### config.mk
export PLATFORM = sky130hd
export DESIGN_NAME = t03_game_sequencer
export DESIGN_NICKNAME = d
export VERILOG_FILES = /design/src/rtl/t03_game_sequencer.sv
export SDC_FILE = /design/constraint.sdc
export NUM_CORES = 1
export LEC_CHECK = 0
export CORE_ASPECT_RATIO = 2
export CORE_MARGIN = 2
export CORE_UTILIZATION = 40
export DETAILED_ROUTE_END_ITERATION = 10
export DONT_BUFFER_PORTS = 1
export PLACE_DENSITY_LB_ADDON = 0.12
export SYNTH_ARGS = -nofsm -noshare
export SYNTH_HDL_FRONTEND = slang
export SYNTH_SLANG_ARGS = --single-unit
### constraint.sdc
create_clock -name clk -period 5.25 [get_ports clk]
set_clock_uncertainty 0.15 [all_clocks]
set_input_delay 0.525 -clock clk [delete_from_list [all_inputs] [get_ports clk]]
set_output_delay 0.525 -clock clk [all_outputs]
set_load 0.05 [all_outputs]
### src/rtl/t03_game_sequencer.sv
// Match-flow controller: title -> READY -> SET -> FIGHT banner -> fight -> winner,
// with two-digit BCD health per player presented as text-decoder character codes.
module t03_game_sequencer #(
    parameter int PHASE_TICKS = 12_000_000,
    parameter int HEALTH_INIT = 99
) (
    input  logic        clk,
    input  logic        nrst,
    input  logic        start,
    input  logic        p1_dmg_valid,
    input  logic [3:0]  p1_dmg,
    input  logic        p2_dmg_valid,
    input  logic [3:0]  p2_dmg,
    output logic [2:0]  game_state,
    output logic [11:0] p1health,
    output logic [11:0] p2health,
    output logic        fight_active
);

    localparam int CNT_W = $clog2(PHASE_TICKS);
    localparam logic [CNT_W-1:0] CNT_RELOAD = CNT_W'(PHASE_TICKS - 1);
    localparam logic [3:0] INIT_TENS = 4'(HEALTH_INIT / 10);
    localparam logic [3:0] INIT_ONES = 4'(HEALTH_INIT % 10);

    typedef enum logic [2:0] {
        S_TITLE  = 3'd0,
        S_READY  = 3'd1,
        S_SET    = 3'd2,
        S_BANNER = 3'd3,
        S_FIGHT  = 3'd4,
        S_P1_WIN = 3'd5,
        S_P2_WIN = 3'd6
    } state_t;

    state_t           state_q;
    logic [CNT_W-1:0] cnt_q;
    logic             start_q;
    logic             fight_q;
    logic [3:0]       p1_tens_q, p1_ones_q, p2_tens_q, p2_ones_q;
    logic [7:0]       p1_d, p2_d;
    logic             press;

    // Saturating decimal subtract on a {tens, ones} BCD pair; damage above 9 clamps to 9.
    function automatic logic [7:0] bcd_sub(input logic [3:0] tens, input logic [3:0] ones,
                                           input logic [3:0] dmg);
        logic [3:0] d;
        d = (dmg > 4'd9) ? 4'd9 : dmg;
        if (ones >= d)
            return {tens, ones - d};
        else if (tens != 4'd0)
            return {tens - 4'd1, ones + 4'd10 - d};
        else
            return 8'h00;
    endfunction

    function automatic logic [11:0] encode(input logic [3:0] tens, input logic [3:0] ones);
        return {6'(tens) + 6'd26, 6'(ones) + 6'd26};
    endfunction

    assign press = start & ~start_q;
    assign p1_d  = p1_dmg_valid ? bcd_sub(p1_tens_q, p1_ones_q, p1_dmg) : {p1_tens_q, p1_ones_q};
    assign p2_d  = p2_dmg_valid ? bcd_sub(p2_tens_q, p2_ones_q, p2_dmg) : {p2_tens_q, p2_ones_q};

    always_ff @(posedge clk or negedge nrst) begin
        if (!nrst) begin
            state_q   <= S_TITLE;
            cnt_q     <= '0;
            start_q   <= 1'b0;
            fight_q   <= 1'b0;
            p1_tens_q <= INIT_TENS;
            p1_ones_q <= INIT_ONES;
            p2_tens_q <= INIT_TENS;
            p2_ones_q <= INIT_ONES;
        end else begin
            start_q <= start;
            case (state_q)
                S_TITLE: begin
                    if (press) begin
                        state_q   <= S_READY;
                        cnt_q     <= CNT_RELOAD;
                        p1_tens_q <= INIT_TENS;
                        p1_ones_q <= INIT_ONES;
                        p2_tens_q <= INIT_TENS;
                        p2_ones_q <= INIT_ONES;
                    end
                end
                S_READY, S_SET: begin
                    if (cnt_q == '0) begin
                        state_q <= (state_q == S_READY) ? S_SET : S_BANNER;
                        cnt_q   <= CNT_RELOAD;
                    end else begin
                        cnt_q <= cnt_q - 1'b1;
                    end
                end
                S_BANNER: begin
                    if (cnt_q == '0) begin
                        state_q <= S_FIGHT;
                        fight_q <= 1'b1;
                    end else begin
                        cnt_q <= cnt_q - 1'b1;
                    end
                end
                S_FIGHT: begin
                    {p1_tens_q, p1_ones_q} <= p1_d;
                    {p2_tens_q, p2_ones_q} <= p2_d;
                    // P2 knocked out is checked first so a double KO goes to P1.
                    if (p2_d == 8'h00) begin
                        state_q <= S_P1_WIN;
                        fight_q <= 1'b0;
                    end else if (p1_d == 8'h00) begin
                        state_q <= S_P2_WIN;
                        fight_q <= 1'b0;
                    end
                end
                S_P1_WIN, S_P2_WIN: begin
                    if (press)
                        state_q <= S_TITLE;
                end
                default: begin
                    state_q <= S_TITLE;
                    fight_q <= 1'b0;
                end
            endcase
        end
    end

    assign game_state   = state_q;
    assign fight_active = fight_q;
    assign p1health     = encode(p1_tens_q, p1_ones_q);
    assign p2health     = encode(p2_tens_q, p2_ones_q);

endmodule

==> key figures, run 1 <==
Synthesis
  – Number of flops mapped to enable cells by yosys: 0
  – Compound-Gate Fraction of Synth Area: 22.2%
  – Net count after synthesis: 470
  – Seq/Total Area, Yosys: a little under a third
  – #FFs+latches synth: 45
  – Post-synthesis mux area share: 1.72%
  – Post-Synth Adder-Cell Area: 12.9%
  – Synth cell types: 67
  – Main combinational cell family by area after synthesis: compound AO/OA/AOI/OAI gates
  – Syn. warnings: 0
  – Synth Area in XOR/XNOR: about 1.4%
  – Async set-reset flop share out of synthesis: 100%
  – Synth Flop Type: dfrtp_1
  – Syn avg cell area: 8.59 um^2
  – Post-synth design cell area: 3630 um^2
  – Cells after synthesis: between 400 and 500
  – Synth Area in Simple Gates: 22.0%

Clock tree
  – Cts bufs inserted: 5
  – CTS root buf: clkbuf_16
  – Postcts setup bufs: 0
  – CTS tree: yes
  – Clock-pin slew on the worst setup and hold paths: 0.07 ns
  – Clock sink count: 45
  – H-tree Lvls: 2
  – Clock tree buffer depth: 2
  – Later-pin clock latency in the skew report: roughly 0.29 ns

Layout
  – Synthesis-to-finish area growth: 5.75%
  – Final nets: 460
  – Share of layout cells above drive strength 1: 10.4%
  – Fillers: a little under 900
  – Inserted Diodes: 0
  – Design Area, Final: 3840 um^2
  – Final design utilization: 43.2%

Place
  – Dpl hpwl: between 6000 and 7000 um
  – Dpl ws: 1.65 ns
  – Placed Area: 3630 um^2
  – I/O Buffers: 0
  – RePlAce Congestion: 0.805

Die
  – Core ar.: 8890 um^2
  – Die Area: 9910 um^2
  – Starting Density: 40.9%
  – Width of the die: 71.4 um
  – Die height: 139 um
  – Top-level I/O count: 41
  – # rows: between 40 and 50

Pwr
  – Clock network fraction of total power: 45.7%
  – Switching share of total power: 25.2%
  – Worst VDD drop: 0.114 mV
  – Power Internal: 622 uW
  – Flop pwr share: 42.6%
  – Comb power frac: 11.6%
  – Cell Pwr Density: 216 nW/um^2
  – Switching Power: between 200 and 250 uW
  – Pleak: 1.66 nW

STA
  – Final min period: 3.55 ns
  – Worst slew pin tran: 1.11 ns
  – Setup_tns: 0 ns
  – Final Hold Fails: 0
  – Slew margin rel.: 25.3%
  – RSZ-0062 raised after global routing: false
  – WHS: 0.107 ns
  – Final setup fails: 0
  – Post-route clock period utilization: between 60% and 70%
  – Min setup slack post-route: 1.70 ns
  – Fin. max-slew vios: 0
  – Max Freq: approximately 0.28 GHz

Setup path
  – Startpoint types: flip-flop
  – Critical Path AT: 3.62 ns
  – CP max FO: 8
  – CP Capture Type: flip-flop
  – CP Class: reg -> reg
  – Worst EP required: around 5.3 ns

Route
  – Overall routed net length: 9010 um
  – Initial DRC Count: roughly 140
  – DRC violations left: 0
  – Router iterations before antenna repair: 4
  – Antenna-violating nets left: 0
  – WL per Instance: 17.5 um
  – Vias: just over 3000
  – Via/cell ratio: 5.88

Status
  – Status: completed

GRT
  – Vias in the first global route: between 3000 and 4000
  – Largest net degree at the start of global routing: 46
  – First-pass GRT wire length: 14800 um
  – GRT Residual Overflow: 0
  – Initial antenna violation count: 0
  – Total Routing Usage GR: between 10% and 20%

Run
  – Max_cap viols: 0

Hold path
  – Hold Crit Class: in -> reg
## cells in the mapped netlist (all sizes together), types with 3 or more instances
master | n | area share, %
inv | 45 | 4.6
dfrtp | 37 | 25
nor2 | 36 | 3.7
o21ai | 36 | 5.4
nand2 | 35 | 3.8
ha | 28 | 9.6
a21oi | 22 | 3.1
nor3 | 21 | 3.6
a31oi | 13 | 2.2
or3 | 13 | 2.9
buf | 12 | 2.9
clkbuf | 8 | 0.83
dfstp | 8 | 5.8
nor4 | 8 | 2.0
nand3 | 7 | 0.96
nor2b | 7 | 1.2
o21a | 7 | 1.4
o31ai | 7 | 1.6
fa | 6 | 3.3
nand2b | 6 | 1.0
nand4 | 5 | 0.86
o211ai | 5 | 1.0
mux2i | 4 | 1.1
xor2 | 4 | 0.96
a21boi | 3 | 0.62
a21o | 3 | 0.65
o22ai | 3 | 0.52
o311ai | 3 | 0.72
## kinds of logic (layout without fill, tap and decap cells)
kind of cell    after synthesis  after routing
compound gates              120            120
mux                           6              6
xor+xnor                      6              6
simple gates                147            147
fa+ha+maj                    34             34
flops                        45             45
buf+inv                      65             56
## layout by cell type, fill, tap and decap left out, drive strengths merged, types with 2 or more instances in the layout
cell type  netlist  routed
o21ai           36      36
a21o             3       3
a22oi            2       2
nor2b            7       7
mux2i            4       4
a21boi           3       3
xor2             4       4
nor3            21      21
o311ai           3       3
nand3            7       7
o31a             2       2
ha              28      28
o21a             7       7
o31ai            7       7
mux2             2       2
a21oi           22      22
nor2            36      36
nand2           35      35
o211ai           5       5
o22ai            3       3
nand4            5       5
buf             12       2
fa               6       6
or4              2       2
clkbuf           8       7
and2             2       2
dfrtp           37      37
or3             13      13
nor4             8       8
xnor2            2       2
inv             45      45
a31oi           13      13
nor3b            2       2
dfstp            8       8
nand2b           6       6
o41ai            2       2
## path summary, 6_finish.rpt
check / from / endpoint / slack, ns / depth (start not counted)
max in group asynchronous: nrst / p1_ones_q[0] / 4.08 / 2
worst min-delay path: start / start_q / 0.11 / 0
worst max-delay path: p2_ones_q[1] / game_state[0] / 1.70 / 9
worst min register to register: cnt_q[19] / cnt_q[19] / 0.33 / 1
worst max register to register: p2_ones_q[1] / game_state[0] / 1.70 / 9
min in group asynchronous: nrst / cnt_q[0] / 0.58 / 2
## routing by layer
layer  routed length, um  global-route usage [%]
met1                3460                    19.7
met3                 276                    3.20
met2                5030                    35.1
met4                 244                    7.65
met5                   0                       0
## per-stage QoR
step / instances / power [mW]
after floorplan: 423 / 0.435
after global placement: 506 / 0.448
after detailed placement: 506 / 0.448
after CTS: 516 / 0.840
after global routing: 516 / 0.866
final: 516 / 0.831
## state kept, by name, indices dropped and copies added, names as in the netlist
| register | cells |
|---|---|
| cnt_q | 24 |
| fight_active | 1 |
| game_state | 3 |
| p1_ones_q | 4 |
| p1_tens_q | 4 |
| p2_ones_q | 4 |
| p2_tens_q | 4 |
| start_q | 1 |
## final cells by class
| type | count | area, um^2 | area share (%) |
|---|---|---|---|
| flip-flops and latches | 45 | 1140 | 29.6 |
| inverters | 45 | 169 | 4.39 |
| clock inverters | 1 | 30.0 | 0.781 |
| repair buffers | 3 | 45.0 | 1.17 |
| multi-input cells | 313 | 2190 | 57.1 |
| clock buffers | 7 | 143 | 3.71 |
| well taps | 102 | 128 | 3.32 |
## what timing repair did
item                                   in CTS  in global routing
hold buffers                                2                  0
resized for setup                           0                  0
endpoints found under the hold margin      45                  0
## worst max-delay path, stage by stage, from the launching register on
cell and delay, ns:
dfrtp_1 0.46, inv_1 0.45, ha_1 0.36, a21o_1 0.19
a31oi_1 0.50, mux2_2 0.40, mux2i_1 0.17, nand4_1 0.13
or4_1 0.51, a21oi_1 0.14
## power by group through the flow
stage | clock network (mW) | logic [mW] | registers, mW
CTS | 0.387 | 0.0983 | 0.355
finish | 0.380 | 0.0968 | 0.355
global route | 0.401 | 0.110 | 0.355
global placement | 0 | 0.0867 | 0.361
detailed placement | 0 | 0.0871 | 0.361
floorplan | 0 | 0.0773 | 0.358
Note: power is estimated with default switching activity, not from simulation.
==> inputs of run 2 (changes only) <==
Clock period 5.25 ns to 3.3 ns, I/O delays scaled along.
==> key figures, run 2 (synthesized netlist as in run 1, its figures left out) <==
Layout
  – Design Area, Final: about 4000 um^2
  – Commonest cells after routing, fill and taps aside: 45 x inv_1, 37 x dfrtp_1, 36 x nor2_1
  – Largest register by flop count: cnt_q
  – Synthesis-to-finish area growth: 9.67%
  – Max reg flops: 24
  – Final nets: 477
  – Most common cell after layout, fill and taps aside: inv_1
  – Share of layout cells above drive strength 1: 13.7%
  – Inserted Diodes: 0

Route
  – Vias: 3042
  – Antenna-violating nets left: 0
  – Overall routed net length: 9140 um
  – Via/cell ratio: ~5.7
  – WL per Instance: 17.2 um
  – DRC violations left: 0
  – Router iterations before antenna repair: 4
  – Initial DRC Count: ~150

Clock tree
  – Later-pin clock latency in the skew report: 0.29 ns
  – Clock sink count: 45
  – Clock tree buffer depth: 2
  – CTS root buf: clkbuf_16
  – Cts bufs inserted: 5
  – Clock-pin slew on the worst setup and hold paths: 0.06 ns
  – CTS tree: yes
  – H-tree Lvls: 2

Setup path
  – Worst EP required: between 3 and 4 ns
  – CP most frequent cell: o211ai_1
  – Startpoint types: flip-flop
  – CP max FO: 4
  – Slowest stage delay, CP: 0.53 ns
  – Critical Path AT: 3.13 ns
  – CP Capture Type: flip-flop
  – CP Class: reg -> reg
  – CP Cell Sequence: inv_1, ha_1, fa_1, a21boi_0, o211ai_1, buf_4, mux2_2, a2111oi_4, o211ai_1, nand2_1, o221ai_1
  – Crit-path slowest cell: dfstp_2

STA
  – Final min period: 3.12 ns
  – Worst slew pin tran: 1.03 ns
  – Max Freq: 0.321 GHz
  – Fin. max-slew vios: 0
  – Final setup fails: 0
  – Post-route clock period utilization: 94.5%
  – Final Hold Fails: 0
  – Slew margin rel.: ~31%
  – WHS: 0.0461 ns

Hold path
  – Hold Crit Class: in -> reg

Run
  – Max_cap viols: 0

GRT
  – Largest net degree at the start of global routing: 46
  – Total Routing Usage GR: 19.1%
  – GRT Residual Overflow: 0
  – First-pass GRT wire length: approximately 15000 um
  – Vias in the first global route: 3127
  – Initial antenna violation count: 0

Pwr
  – Overall Power: 1.33 mW
  – Cell Pwr Density: 335 nW/um^2
  – Worst VDD drop: 0.307 mV
  – Pleak: 1.74 nW

Die
  – Die Area: a little under 10000 um^2
  – Width of the die: 71.4 um
  – Die height: 139 um
  – Top-level I/O count: 41
  – Starting Density: approximately 41%
  – # rows: 49
  – Core ar.: 8890 um^2

Place
  – Placed Area: 3750 um^2
  – RePlAce Congestion: 0.812
  – Dpl hpwl: 6820 um
  – I/O Buffers: 0

Status
  – Status: completed
-- run 2: cell types whose count changed in the layout (fill, tap and decap cells not counted) --
cell and delta:
buf_4 +16, a2111oi_2 -1, a2111oi_4 +1, dlygate4sd3_1 +1
o21ai_0 -1, o21ai_1 +1
-- run 2: what timing repair did --
action | CTS | global route
resized for setup | 0 | 2
endpoints found under the hold margin | 46 | 0
endpoints found under the setup margin | 0 | 2
setup buffers | 0 | 1
hold buffers | 3 | 0
-- run 2: cell type report --
type                            instances  area (um^2)
Timing Repair Buffer                   20          175
Sequential cell                        45         1140
Clock buffer                            7          143
Tap cell                              102          128
Fill cell                             882         4900
Inverter                               45          169
Clock inverter                          1         30.0
Multi-Input combinational cell        313         2210
-- run 2: path summary, 6_finish.rpt --
path | depth (start not counted) | startpoint | to | slack (ns)
setup / recovery | 11 | p1_ones_q[0] | fight_active | 0.18
hold / removal | 2 | p2_dmg_valid | p2_ones_q[0] | 0.05
setup reg to reg | 11 | p1_ones_q[0] | fight_active | 0.18
hold reg to reg | 1 | cnt_q[19] | cnt_q[19] | 0.34
max in group asynchronous | 2 | nrst | p1_ones_q[0] | 2.33
min in group asynchronous | 2 | nrst | cnt_q[6] | 0.39
-- run 2: power by group --
group | internal, mW | leakage [nW] | total [mW] | switching [mW]
Sequential | 0.556 | 0.504 | 0.561 | 0.00413
Clock | 0.379 | 0.0841 | 0.606 | 0.227
Combinational | 0.0610 | 1.16 | 0.167 | 0.106
-- run 2: worst max-delay path, delay by kind of cell, from the launching register on --
kind                     cells  cell delay [ns]
adder cells (fa/ha/maj)      2             0.67
buffers and inverters        2             0.22
multiplexers                 1             0.35
AND/OR/NAND/NOR              1             0.11
AO/OA/AOI/OAI                5             0.96
flip-flops                   1             0.53
-- run 2: layer usage --
| layer | share of wire [%] | GRT usage [%] | vias up |
|---|---|---|---|
| met5 | 0 | 0 | - |
| met4 | 1.9 | 5.96 | 0 |
| met3 | 2.2 | 2.11 | 11 |
| li1 | - | - | 1513 |
| met2 | 57 | 37.2 | 38 |
| met1 | 39 | 20.5 | 1480 |
-- run 2: per-stage QoR --
step | TNS (ns) | utilization (%) | setup WS (ns) | instances
2_1_floorplan | 0 | - | 0.0822 | 423
3_3_place_gp | 0 | 42.1 | 0.0382 | 521
3_5_place_dp | -0.0133 | 42.1 | -0.0133 | 521
4_1_cts | 0 | 44.6 | 0.132 | 532
5_1_grt | -0.0234 | 44.8 | -0.0234 | 533
6_report | 0 | 44.8 | 0.180 | 533
==> inputs of run 3 (changes only) <==
Settings changed: CORE_MARGIN 2 to default.
Clock period 3.3 ns to 3.05 ns, I/O delays scaled along.
==> key figures, run 3 (synthesized netlist as in run 1, its figures left out) <==
Setup path
  – R2r setup slk: 0.12 ns
  – Startpoint types: flip-flop
  – Worst EP required: 3.12 ns
  – Reg-to-Reg End: game_state[0]
  – CP Buf/Inv Count: 3
  – Worst Reg-to-Reg Cells: 12
  – CP Cell Sequence: inv_1, ha_2, inv_1, fa_2, a21o_1, a31oi_2, buf_4, a21oi_1, mux2i_1, nand4_1, or4_1, a21oi_1
  – Slowest stage delay, CP: ~0.5 ns
  – Crit. Startpoint: p2_ones_q[0]
  – CP Class: reg -> reg
  – CP top delay family: simple AND/OR/NAND/NOR gates
  – CP max FO: 7
  – CP Capture Type: flip-flop
  – Critical Path AT: around 3 ns
  – Crit-path slowest cell: or4_1
  – FF-to-FF Start: p2_ones_q[0]

Route
  – Via/cell ratio: 5.80
  – Initial DRC Count: 212
  – Vias: 3156
  – Overall routed net length: a little over 9000 um
  – Router iterations before antenna repair: 6
  – Antenna-violating nets left: 0
  – DRC violations left: 0
  – WL per Instance: ~17 um

STA
  – Final min period: 2.93 ns
  – Worst slew pin tran: 0.753 ns
  – WHS: ~0.029 ns
  – RSZ-0062 raised after global routing: true
  – Min setup slack post-route: 0.121 ns
  – Max Freq: 0.341 GHz
  – Post-route clock period utilization: ~96%
  – Final Hold Fails: 0
  – Slew margin rel.: 49.4%
  – Fin. max-slew vios: 0
  – Setup_tns: 0 ns
  – Final setup fails: 0

GRT
  – First-pass GRT wire length: 15600 um
  – Total Routing Usage GR: about a fifth
  – Largest net degree at the start of global routing: 46
  – Initial antenna violation count: 0
  – GRT Residual Overflow: 0
  – Vias in the first global route: 3204

Die
  – Core ar.: 8710 um^2
  – Top-level I/O count: between 40 and 50
  – # rows: 48
  – Width of the die: 69.4 um
  – Die height: between 100 and 150 um
  – Starting Density: a little over two fifths
  – Die Area: 9500 um^2

Clock tree
  – Later-pin clock latency in the skew report: 0.29 ns
  – H-tree Lvls: 2
  – Clock-pin slew on the worst setup and hold paths: around 0.070 ns
  – CTS root buf: clkbuf_16
  – CTS tree: yes
  – Clock tree buffer depth: 2
  – Cts bufs inserted: 5
  – Clock sink count: 45

Place
  – Dpl ws: -0.0350 ns
  – Dpl hpwl: 6930 um
  – Dpl cells: 530
  – I/O Buffers: 0
  – RePlAce Congestion: 0.861

Layout
  – Post-route non-filler standard cell count: 544
  – Synthesis-to-finish area growth: 14.6%
  – Inserted Diodes: 0
  – Share of layout cells above drive strength 1: approximately a fifth
  – Fillers: between 800 and 900
  – Commonest cells after routing, fill and taps aside: 41 x inv_1, 36 x nor2_1, 35 x dfrtp_1
  – Register area: roughly 1100 um^2
  – Final nets: 490
  – Most common cell after layout, fill and taps aside: inv_1
  – Largest register by flop count: cnt_q
  – Max reg flops: 24
  – Area occupied by multi-input gates: 2260 um^2

Hold path
  – HP Start: p2_dmg_valid
  – Hold Crit Class: in -> reg
  – Worst Hold Depth: 2
  – WHS Endpoint: p2_ones_q[0]

Pwr
  – Pleak: between 1.5 and 2 nW
  – Cell Pwr Density: 367 nW/um^2
  – Worst VDD drop: between 0.2 and 0.3 mV

Run
  – Max_cap viols: 0

Status
  – Status: completed
[run 3: cell types whose count changed in the layout (fill, tap and decap cells not counted), sizes merged]
cell      change
clkbuf        -2
buf          +13
clkinv        +1
inv           -2
bufinv        +1
clkinvlp      +2
[run 3: layout make-up]
cell class | count | share of cell area [%]
Tap cell | 100 | 3.00
Timing Repair Buffer | 33 | 6.55
Sequential cell | 45 | 27.3
Clock buffer | 5 | 3.00
Multi-Input combinational cell | 313 | 54.3
Clock inverter | 3 | 1.56
Inverter | 45 | 4.24
[run 3: worst max path at each step]
| stage | end | slack [ns] | depth (start not counted) |
|---|---|---|---|
| final | game_state[0] | 0.12 | 12 |
| after global routing | game_state[0] | -0.03 | 12 |
| after CTS | game_state[0] | 0.009 | 12 |
| after detailed placement | game_state[0] | -0.04 | 13 |
| after global placement | game_state[0] | -0.001 | 13 |
| after floorplan | game_state[0] | -0.02 | 12 |
[run 3: repair_timing]
item | in CTS | in global routing
hold buffers | 3 | 0
hold endpoints to repair | 46 | 0
resized for setup | 0 | 12
endpoints found under the setup margin | 0 | 4
buffers inserted | 0 | 3
[run 3: through the flow]
step / total power [mW] / util [%] / cell area [um^2]
6_report: 1.53 / 47.8 / 4170
5_1_grt: 1.58 / 47.8 / 4170
4_1_cts: 1.54 / 47.1 / 4110
3_5_place_dp: 0.793 / 44.4 / 3870
3_3_place_gp: 0.791 / 44.4 / 3870
2_1_floorplan: 0.753 / - / 3680
[run 3: where the power goes]
group | switching, mW | total, mW | internal [mW] | leakage (nW)
combinational | 0.125 | 0.208 | 0.0830 | 1.20
clock | 0.249 | 0.717 | 0.469 | 0.0938
sequential | 0.00310 | 0.605 | 0.602 | 0.503
[run 3: layer usage]
metal  vias up  routed length [um]  global-route usage, %
li1       1550                   -                      -
met1      1531                3400                   21.4
met2        58                5280                   40.6
met3        17                 272                   3.39
met4         0                 231                   7.60
met5         -                   0                      0
